### src/rtl/vpu_result_writer.sv
// Result writer: buffers accumulator rows from the core in a 2-entry FIFO and streams them,
// one saturated element per cycle, into the result memory starting at a latched base address.
module vpu_result_writer #(
    parameter int unsigned ROW_A      = 4,
    parameter int unsigned OUT_WIDTH  = 32,
    parameter int unsigned DATA_WIDTH = 16,
    parameter int unsigned ADDR_WIDTH = 8
) (
    input  logic                          clk,
    input  logic                          reset,
    input  logic                          start,
    input  logic [ADDR_WIDTH-1:0]         base_addr,
    input  logic                          in_valid,
    input  logic [OUT_WIDTH*ROW_A-1:0]    in_data,
    output logic                          in_ready,
    output logic                          mem_we,
    output logic [ADDR_WIDTH-1:0]         addr_res,
    output logic [DATA_WIDTH-1:0]         mem_wdata,
    output logic [$clog2(ROW_A*ROW_A):0]  count_store,
    output logic                          busy,
    output logic                          done
);

    localparam int unsigned TOTAL  = ROW_A * ROW_A;
    localparam int unsigned CNT_W  = $clog2(TOTAL) + 1;
    localparam int unsigned ROWS_W = $clog2(ROW_A) + 1;
    localparam int unsigned IDX_W  = (ROW_A > 1) ? $clog2(ROW_A) : 1;
    localparam int unsigned ROW_W  = OUT_WIDTH * ROW_A;

    localparam logic signed [OUT_WIDTH-1:0] SAT_MAX =
        {{(OUT_WIDTH-DATA_WIDTH+1){1'b0}}, {(DATA_WIDTH-1){1'b1}}};
    localparam logic signed [OUT_WIDTH-1:0] SAT_MIN =
        {{(OUT_WIDTH-DATA_WIDTH+1){1'b1}}, {(DATA_WIDTH-1){1'b0}}};

    typedef enum logic [1:0] {
        StIdle,
        StRun,
        StDone
    } state_t;

    state_t                  state_q;
    logic [ADDR_WIDTH-1:0]   base_q;
    logic [ROW_W-1:0]        fifo_q [2];
    logic                    wr_ptr_q;
    logic                    rd_ptr_q;
    logic [1:0]              occ_q;
    logic [ROWS_W-1:0]       rows_q;
    logic [IDX_W-1:0]        elem_q;

    logic                    push;
    logic                    pop;
    logic                    have_head;
    logic                    wr_en;
    logic                    last_elem;
    logic [ROW_W-1:0]        head_row;
    logic signed [OUT_WIDTH-1:0] head_elem;

    function automatic logic [DATA_WIDTH-1:0] saturate(input logic signed [OUT_WIDTH-1:0] v);
        if (v > SAT_MAX) begin
            return {1'b0, {(DATA_WIDTH-1){1'b1}}};
        end else if (v < SAT_MIN) begin
            return {1'b1, {(DATA_WIDTH-1){1'b0}}};
        end else begin
            return v[DATA_WIDTH-1:0];
        end
    endfunction

    assign busy     = (state_q == StRun);
    assign in_ready = (state_q == StRun) && (occ_q < 2'd2) && (rows_q < ROWS_W'(ROW_A));
    assign push     = in_valid && in_ready;

    // An incoming row into an empty FIFO is written from straight away so its first
    // element reaches the memory port the cycle after acceptance.
    always_comb begin
        head_row  = (occ_q == 2'd0) ? in_data : fifo_q[rd_ptr_q];
        have_head = (occ_q != 2'd0) || push;
        head_elem = head_row[elem_q*OUT_WIDTH +: OUT_WIDTH];
        last_elem = (elem_q == IDX_W'(ROW_A - 1));
        wr_en     = (state_q == StRun) && have_head && (count_store < CNT_W'(TOTAL));
        pop       = wr_en && last_elem;
    end

    // Row storage carries no reset; occupancy and pointers define what is valid.
    always_ff @(posedge clk) begin
        if (push) begin
            fifo_q[wr_ptr_q] <= in_data;
        end
    end

    always_ff @(posedge clk or negedge reset) begin
        if (!reset) begin
            state_q     <= StIdle;
            base_q      <= '0;
            wr_ptr_q    <= 1'b0;
            rd_ptr_q    <= 1'b0;
            occ_q       <= 2'd0;
            rows_q      <= '0;
            elem_q      <= '0;
            mem_we      <= 1'b0;
            addr_res    <= '0;
            mem_wdata   <= '0;
            count_store <= '0;
            done        <= 1'b0;
        end else begin
            mem_we <= 1'b0;
            done   <= 1'b0;
            unique case (state_q)
                StIdle: begin
                    if (start) begin
                        state_q     <= StRun;
                        base_q      <= base_addr;
                        wr_ptr_q    <= 1'b0;
                        rd_ptr_q    <= 1'b0;
                        occ_q       <= 2'd0;
                        rows_q      <= '0;
                        elem_q      <= '0;
                        count_store <= '0;
                    end
                end
                StRun: begin
                    if (push) begin
                        wr_ptr_q <= ~wr_ptr_q;
                        rows_q   <= rows_q + ROWS_W'(1);
                    end
                    if (pop) begin
                        rd_ptr_q <= ~rd_ptr_q;
                    end
                    unique case ({push, pop})
                        2'b10:   occ_q <= occ_q + 2'd1;
                        2'b01:   occ_q <= occ_q - 2'd1;
                        default: occ_q <= occ_q;
                    endcase
                    if (wr_en) begin
                        mem_we      <= 1'b1;
                        addr_res    <= base_q + ADDR_WIDTH'(count_store);
                        mem_wdata   <= saturate(head_elem);
                        count_store <= count_store + CNT_W'(1);
                        elem_q      <= last_elem ? '0 : elem_q + IDX_W'(1);
                    end
                    // Leave only once the final write is on the memory port.
                    if (count_store == CNT_W'(TOTAL)) begin
                        state_q <= StDone;
                        done    <= 1'b1;
                    end
                end
                StDone: begin
                    state_q <= StIdle;
                end
                default: begin
                    state_q <= StIdle;
                end
            endcase
        end
    end

endmodule

### config.mk
export PLATFORM = sky130hd
export DESIGN_NAME = vpu_result_writer
export DESIGN_NICKNAME = d
export VERILOG_FILES = /design/src/rtl/vpu_result_writer.sv
export SDC_FILE = /design/constraint.sdc
export NUM_CORES = 1
export LEC_CHECK = 0
export BUFFER_PORTS_ARGS = -buffer_cell sky130_fd_sc_hd__buf_2
export CORE_UTILIZATION = 40
export CTS_CLUSTER_SIZE = 12
export DETAILED_ROUTE_END_ITERATION = 8
export GPL_TIMING_DRIVEN = 1
export PLACE_DENSITY_LB_ADDON = 0.2
export RECOVER_POWER = 25
export SYNTH_ARGS = -nofsm -noshare
export SYNTH_HDL_FRONTEND = slang
export SYNTH_SLANG_ARGS = --single-unit
### constraint.sdc
create_clock -name clk -period 18.1 [get_ports clk]
set_clock_uncertainty 0.1 [all_clocks]
set_input_delay 3.62 -clock clk [delete_from_list [all_inputs] [get_ports clk]]
set_output_delay 3.62 -clock clk [all_outputs]
set_load 0.01 [all_outputs]
# --- After elaboration in Yosys (flattened, before gate mapping) ---
# Memory sizes are Yosys's and may differ from the RTL's.
# Index checks and enable logic that the tools add are counted.
totals:
  out_inout_bits: 33
  mem_bits_rw: 256
  register_bits: 50
  wordCells: 85
  memories: 1
  in_bits: 140
mem_list:
  columns: ["memory", "depth", "width", "read_ports", "rd_clocked_by_memory_dff", "wr", "line_no", "rtl"]
  rows:
  - ["fifo_q", 2, 128, 1, 0, 1, "43", "logic [ROW_W-1:0] fifo_q [2];"]
classes:
  reduce_logical: 18
  magnitude_cmp: 5
  bitwise: 2
  muxes: 29
  n_eq_ne: 11
  add_sub_neg: 6
  n_shift: 1
ops:
  columns: ["op", "count"]
  rows:
  - ["128-bit 2-to-1 mux", 1]
  - ["128-bit by 8-bit variable part select with 32-bit output", 1]
  - ["32-bit by 16-bit greater-than comparator with 1-bit output, second input constant", 1]
  - ["32-bit by 16-bit < comparator with 1-bit output, second input constant", 1]
  - ["16-bit 2-to-1 mux", 2]
  - ["2-bit one-hot mux with 2 select lines", 4]
  - ["3-bit AND reduction", 4]
  - ["2-bit 2-to-1 mux", 5]
  - ["5-bit 2-to-1 mux", 2]
  - ["5-bit one-hot mux with 2 select lines", 1]
  - ["1-bit 2-to-1 mux", 9]
  - ["8-bit by 5-bit adder with 8-bit output", 1]
  - ["2-bit by 1-bit inequality test with 1-bit output, second input constant", 4]
  - ["1-bit logical AND", 6]
  - ["3-bit 2-to-1 mux", 2]
  - ["3-bit one-hot mux with 2 select lines", 1]
  - ["2-bit AND reduction", 3]
  - ["5-bit by 1-bit adder with 5-bit output, second input constant", 1]
  - ["5-bit equality test, second input constant", 1]
  - ["5-bit < comparator, second input constant", 1]
  - ["2-bit by 1-bit adder with 2-bit output, second input constant", 2]
  - ["2-bit by 1-bit equality test with 1-bit output, second input constant", 2]
  - ["2-bit equality test, second input constant", 2]
  - ["2-bit logical NOT", 2]
  - ["other kinds (10)", 13]

# --- Logic depth before layout (Yosys ltp) ---
# Gate-level depths: netlist of the first run.
depth:
  word_depth: 11
  depth_mapped: 11
  mapped_depth_nobuf: 10

# --- Worst setup path after synthesis of the first run ---
# No wires, ideal clock.
synth_timing:
  path_type: "input -> register"
  startpoint: "input in_valid"
  endpoint: "memory fifo_q[0][0] (netlist name) (enable)"
  n_path_buf: 0
  setup_ns: 0.617
  required_time_ns: 17.383
  path_stages: 2
  arrival_time_ns: 9.130
  slack_ns: 8.252
  path_cell_list: "nand2_1 > nor2_1"
synth_between:
  elab_chain_len: 3
synth_rtl:
  columns: ["element", "line_no", "rtl"]
  rows:
  - ["start: declaration", "13", "input logic in_valid,"]
  - ["1-bit logical AND", "70", "assign push = in_valid && in_ready;"]
  - ["1-bit 2-to-1 mux", "85", "if (push) begin"]
  - ["1-bit 2-to-1 mux (implied by the code)", "86", "fifo_q[wr_ptr_q] <= in_data;"]
  - ["end: declaration", "43", null]
# Every way passes these cells.

# --- Final worst setup path of the first run ---
layout_timing:
  startpoint: "input in_data[111]"
  endpoint: "register mem_wdata[15]"
layout_between:
  elab_chain_len: 5
  elab_cells_between_ends: 6
  classes_between: "order compare (2); shift (1); mux (3)"
layout_rtl:
  columns: ["element", "line_no", "rtl"]
  rows:
  - ["start: declaration", "14", "input logic [OUT_WIDTH*ROW_A-1:0] in_data,"]
  - ["128-bit 2-to-1 mux (*)", "75", "head_row = (occ_q == 2'd0) ? in_data : fifo_q[rd_ptr_q];"]
  - ["128-bit by 8-bit variable part select with 32-bit output (*)", "77", "head_elem = head_row[elem_q*OUT_WIDTH +: OUT_WIDTH];"]
  - ["32-bit by 16-bit < comparator with 1-bit output", "61", "end else if (v < SAT_MIN) begin"]
  - ["16-bit 2-to-1 mux", "61", null]
  - ["16-bit 2-to-1 mux (*)", "59", "if (v > SAT_MAX) begin"]
  - ["end signal: assignment", "136", "mem_wdata <= saturate(head_elem);"]
  - ["end: declaration", "18", "output logic [DATA_WIDTH-1:0] mem_wdata,"]
# Every way passes the cells marked *; elsewhere a longest branch is shown, timed or not.
# A chain may end at the register's enable or synchronous reset.

==> metrics.txt, run 1 <==
Synth Area per Inst 16.0 sq um; HPWL after DPL 17.6 mm; RSZ-0062 raised after global routing no; H-Tree Depth 2; Slew headroom 0.326; worst slew pin tran 1010 ps; count of final setup violators 0; R2R depth 8; status finished clean; Setup crit end kind flip-flop; sequential share of the synthesized area 0.667; TritonCTS clock tree done; # IOs 173; Root Buffer Master clkbuf_16; main combinational cell family by area after synthesis multiplexers; Reg power frac 0.389; Arr. time, crit path 6350 ps; maximum fanout along the worst path 16; post-synthesis mux area share 0.195; xor/xnor share of the synthesized area 0.00523; Crit path depth 7; peak supply drop 0.0884 mV; Worst Setup EP mem_wdata[15]; die area 34,200 sq um; EDFF count, synth 256; synth top area cells edfxtp_1, dfrtp_1, mux4_2; Core ar. 32,800 sq um; Critical R2R Launch rd_ptr_q; Final Cycle Share 0.332; register bit count reported by yosys 306; synthesized net count 988; Async SR Flop Fraction 0.163; worst path bufs/invs 1; starting density of the core 0.409; Synth Area in Adders 0.00990; antenna violations before repair 6; Leakage 5.53 nW; DRT Pass-1 Iters 4; Period minus WS final 6010 ps; post-synth cell types 41; CTS Buffer Depth 3; vias in the first global route 7,810; simple-gate share of the synthesized area 0.0499; combinational power share 0.363; Clock Sinks 306; Fmax 166 MHz; Cells after Synth 838; Fillers 2,970; chip width 185 um; drt wl/cell 19.3 um; largest net degree at the start of global routing 90; setup repair bufs after CTS 0; WL final 28.6 mm; Critical Path RT 18,440 ps; cell taking the most area after synthesis edfxtp_1; clock share of power 0.247; CTS Hold Buffers Added 0; Reg2Reg Setup Slack 13,420 ps; most frequent cells in the layout edfxtp_1, clkbuf_1, buf_2, mux2i_1, nor2_1; Area growth, synth to finish 16.7%; complex-gate fraction of the synthesized area 0.0500; DR vias 7,586; global route overflow 0; R2R Path End mem_wdata[15]; initial drt markers 366; slowest stage delay, CP 810 ps; Residual DRC 0; critical path startpoint category primary input; crit path from in_data[111]; pwr dens 173 nW/um^2; area of the multi-input gates 4180 sq um; top_reg_cell synth edfxtp_1; DIE HEIGHT 185 um; Slew Limit Fails 0; FF/Latch Area 8950 sq um; worst skew pair latency 500 ps; switch share 0.340; Final Hold Slack 378 ps; total track usage 0.170; kind of critical path primary input to flip-flop; CTS Buf Count 35; max cap viols 0; CP top delay family simple AND/OR/NAND/NOR gates; # rows 66; Pint 1.79 mW; post-DR vias/cell 5.13; setup TNS 0 ps; final-report hold violation count 0; Switch Pwr 0.923 mW; crit path cell chain buf_2 -> mux4_2 -> mux2i_1 -> nand4_1 -> nor4_1 -> or3_1 -> o221a_1; Worst-path clk slew 50 ps; ANT nets after route 0; top-area cell type share of the netlist area 0.574; Port Buffer Count 172; RePlAce Congestion 0.716; CP max stage cell or3_1; hold crit path type flip-flop to flip-flop; ratio of cells with drive above 1 in the final layout 0.250; commonest non-fill, non-tap cell in the layout edfxtp_1; post-CTS resize count 0; fin nets 1,158; first-pass GRT wire length 44.3 mm; mapped cell area 13,400 sq um; Ys Warns 0
layout make-up:
class	instances	area share
timing repair buffer	183	0.0534
clock inverter	8	0.00504
multi-input combinational	474	0.267
clock buffer	54	0.0645
inverter	8	0.00192
tap	442	0.0354
sequential	306	0.572
antenna	4	0.000640
how the worst min path moves through the flow:
stage / from / endpoint / slack [ps] / cells after the start
2_1_floorplan: state_q[1] / rd_ptr_q / 340 / 1
3_3_place_gp: addr_res[7] / addr_res[7] / 360 / 2
3_5_place_dp: addr_res[5] / addr_res[5] / 370 / 2
4_1_cts: addr_res[5] / addr_res[5] / 380 / 2
5_1_grt: addr_res[3] / addr_res[3] / 400 / 2
6_report: addr_res[5] / addr_res[5] / 380 / 2
metrics by stage:
step / util / std cells / power, mW / setup slack, ps / area (sq um)
finish: 0.477 / 1479 / 2.71 / 12090 / 15600
CTS: 0.480 / 1475 / 2.77 / 12080 / 15700
detailed placement: 0.447 / 1413 / 2.09 / 11550 / 14700
floorplan: - / 838 / 1.83 / 8250 / 13400
global placement: 0.447 / 1413 / 2.07 / 11540 / 14700
global route: 0.477 / 1476 / 2.90 / 12000 / 15600
routing by layer:
metal	routed length (um)	share of wire	vias up	track usage
li1	-	-	3597	-
met1	12400	0.43	3755	0.222
met2	13600	0.47	182	0.272
met3	2090	0.073	48	0.0552
met4	553	0.019	4	0.0473
met5	26	0.00091	-	0
cells in the mapped netlist (all sizes together), types with 8 or more instances:
cell	number
edfxtp	256
mux2i	77
nor2	65
mux2	64
a21oi	60
nand2	58
dfrtp	50
mux4	50
buf	39
o211ai	16
o21ai	16
clkbuf	11
nand3	10
ha	9
inv	8
power groups by stage:
stage / Combinational [mW] / Sequential, mW / Clock [mW]
2_1_floorplan: 0.776 / 1.05 / 0
3_3_place_gp: 1.01 / 1.07 / 0
3_5_place_dp: 1.02 / 1.07 / 0
4_1_cts: 1.02 / 1.06 / 0.692
5_1_grt: 1.09 / 1.08 / 0.724
6_report: 0.986 / 1.06 / 0.671
sequential cells by signal, summed over array words and instances, names as in the netlist:
| register | cells |
|---|---|
| addr_res | 8 |
| base_q | 8 |
| count_store | 5 |
| done | 1 |
| elem_q | 2 |
| fifo_q | 256 |
| mem_wdata | 16 |
| mem_we | 1 |
| occ_q | 2 |
| rd_ptr_q | 1 |
| rows_q | 3 |
| state_q | 2 |
| wr_ptr_q | 1 |
kinds of logic after synthesis:
kind of cell / Yosys count
flops: 306
mux: 191
simple gates: 158
compound gates: 107
buf+inv: 58
fa+ha+maj: 10
xor+xnor: 8
worst min-delay path, delay by kind of cell, from the launching register on:
kind	cells	cell delay, ps
AOI/OAI and AO/OA	1	60
DFF	1	340
and+or+nand+nor	1	50
Note: power is estimated with default switching activity, not from simulation.
==> inputs of run 2 (changes only) <==
- ABC_AREA: not set -> 1
- clock period: 18.1 -> 5.8 ns (I/O delays scaled with it)
==> run 2 against run 1 <==
Compared with the run above:
- largest cell class unchanged
- utilization decreased by 0.50 points
- power grew 69%
- hold slack improved by 7.3 ps
- combinational power decreased by 92%
- wire length grew 28%
- global-route usage grew 3.9 points
- cell area is 2.0% higher
- register-to-register slack worse by 11000 ps
- synthesized cell count increased by 66%
- first-iteration DRC count rose by 120%
- die area up 3.0%
- clock power increased to 3.2 times the previous value
==> metrics.txt, run 2 <==
post-synth cell types 28; CP top delay family simple AND/OR/NAND/NOR gates; crit path cell chain inv_4 -> buf_4 -> nand2_1 -> nand3_1 -> nand2_1 -> nand3_1 -> nand2_1 -> nor2_1 -> nand2_1 -> nor2_1 -> nand2_1 -> nand2_2 -> nand2_1 -> nand2_1 -> nand2_1 -> nand2_1; biggest regs fifo_q (256), mem_wdata (16); most frequent cells in the layout nand2_1, edfxtp_1, nand3_1, nor2_1, clkbuf_1; maximum fanout along the worst path 69; top_reg_cell synth edfxtp_1; die area 35,300 sq um; CTS Hold Buffers Added 0; min-delay src rows_q[1]; Final WS setup 2210 ps; most frequent cells after synthesis nand2_1, edfxtp_1, nand3_1; worst skew pair latency 530 ps; setup TNS 0 ps; first-pass GRT wire length 57.3 mm; CTS Buf Count 35; Ys Warns 0; worst hold path depth 2; status finished clean; Setup crit end kind flip-flop; peak supply drop 0.270 mV; commonest non-fill, non-tap cell in the layout nand2_1; worst slew pin tran 976 ps; Slew headroom 0.349; fin nets 1,677; R2R Path End mem_wdata[3]; Period minus WS final 3590 ps; register bit count reported by yosys 306; Async SR Flop Fraction 0.163; EDFF count, synth 256; Final Cycle Share 0.619; DIE HEIGHT 188 um; Worst Hold End rows_q[1]; top-count cell post-synth nand2_1; ratio of cells with drive above 1 in the final layout 0.104; # rows 67; Root Buffer Master clkbuf_16; top-area cell type share of the netlist area 0.557; synth top area cells edfxtp_1, nand2_1, dfrtp_1; Cells after Synth 1,388; critical path startpoint category flip-flop; worst path bufs/invs 2; RePlAce Congestion 0.799; slowest stage delay, CP 780 ps; post-DR vias/cell 5.14; RSZ-0062 raised after global routing no; WL final 36.6 mm; Reg2Reg Setup Slack 2210 ps; vias in the first global route 10,100; mapped cell area 13,800 sq um; count of final setup violators 0; max cap viols 0; DP Area 14,900 sq um; starting density of the core 0.409; Critical R2R Launch rd_ptr_q; TritonCTS clock tree done; drt wl/cell 18.3 um; hold crit path type flip-flop to flip-flop; HPWL after DPL 21.8 mm; CP max stage cell dfrtp_4; final instance area 15,900 sq um; antenna violations before repair 4; chip width 188 um; # IOs 173; sequential share of the synthesized area 0.648; Port Buffer Count 172; cell taking the most area after synthesis edfxtp_1; setup repair bufs after CTS 0; Slew Limit Fails 0; Synth Area per Inst 9.94 sq um; dpl ws 2170 ps; Fmax 279 MHz; Core ar. 33,800 sq um; kind of critical path flip-flop to flip-flop; R2R depth 16; CTS Buffer Depth 3; Arr. time, crit path 3960 ps; initial drt markers 818; CP most frequent cell nand2_1; Area growth, synth to finish 15.5%; largest net degree at the start of global routing 132; Clock Sinks 306; Worst-path clk slew 60 ps; Reg with most FFs fifo_q; global route overflow 0; final-report hold violation count 0; pwr dens 288 nW/um^2; Critical Path RT 6170 ps; Final Hold Slack 385 ps; Residual DRC 0; DRT Pass-1 Iters 5; total track usage 0.210; Largest register FFs 256; post-CTS resize count 0; Leakage 6.49 nW; DR vias 10,300; H-Tree Depth 2; ANT nets after route 0; synthesized net count 1,538
run 2: how the worst max path moves through the flow:
stage | to | depth (start not counted) | from | slack [ps]
2_1_floorplan | fifo_q[0][0] | 2 | in_valid | 580
3_3_place_gp | mem_wdata[10] | 16 | rd_ptr_q | 2190
3_5_place_dp | mem_wdata[12] | 16 | rd_ptr_q | 2170
4_1_cts | mem_wdata[3] | 16 | rd_ptr_q | 2170
5_1_grt | mem_wdata[1] | 16 | rd_ptr_q | 1870
6_report | mem_wdata[3] | 16 | rd_ptr_q | 2210
run 2: logic make-up after synthesis:
logic type | after synthesis | synth area share
AO/OA/AOI/OAI | 166 | 0.0712
XOR/XNOR | 2 | 0.00127
adder cells (fa/ha/maj) | 10 | 0.00961
buffers and inverters | 137 | 0.0460
flip-flops | 306 | 0.648
AND/OR/NAND/NOR | 767 | 0.224
run 2: final cells by class:
class                      instances  area [sq um]
timing repair buffer             186           875
antenna                            2          5.00
clock inverter                    15           131
fill                            3175         17800
multi-input combinational        945          4270
sequential                       306          8940
inverter                          53           201
tap                              448           561
clock buffer                      47           963
run 2: power breakdown:
| group | total (mW) | switching (mW) | internal, mW |
|---|---|---|---|
| logic | 0.0789 | 0.0513 | 0.0276 |
| clock network | 2.13 | 0.876 | 1.26 |
| registers | 2.38 | 0 | 2.38 |
run 2: metal layers:
metal	vias up	share of wire	global-route usage
met1	4906	0.43	0.275
li1	5029	-	-
met2	296	0.48	0.350
met5	-	0.00068	0
met4	4	0.023	0.0635
met3	52	0.061	0.0410
run 2: per-stage QoR:
stage                     power (mW)  utilization  cells
after global placement          2.51        0.443   1938
final                           4.60        0.472   2002
after global routing            4.73        0.472   2001
after detailed placement        2.52        0.443   1938
after floorplan                 2.43            -   1388
after CTS                       4.65        0.475   2000
run 2: worst register-to-register path, delay by kind of cell, from the launching register on:
kind	cells	cell delay, ps
AND/OR/NAND/NOR	14	1460
flip-flops	1	780
buffers and inverters	2	1200
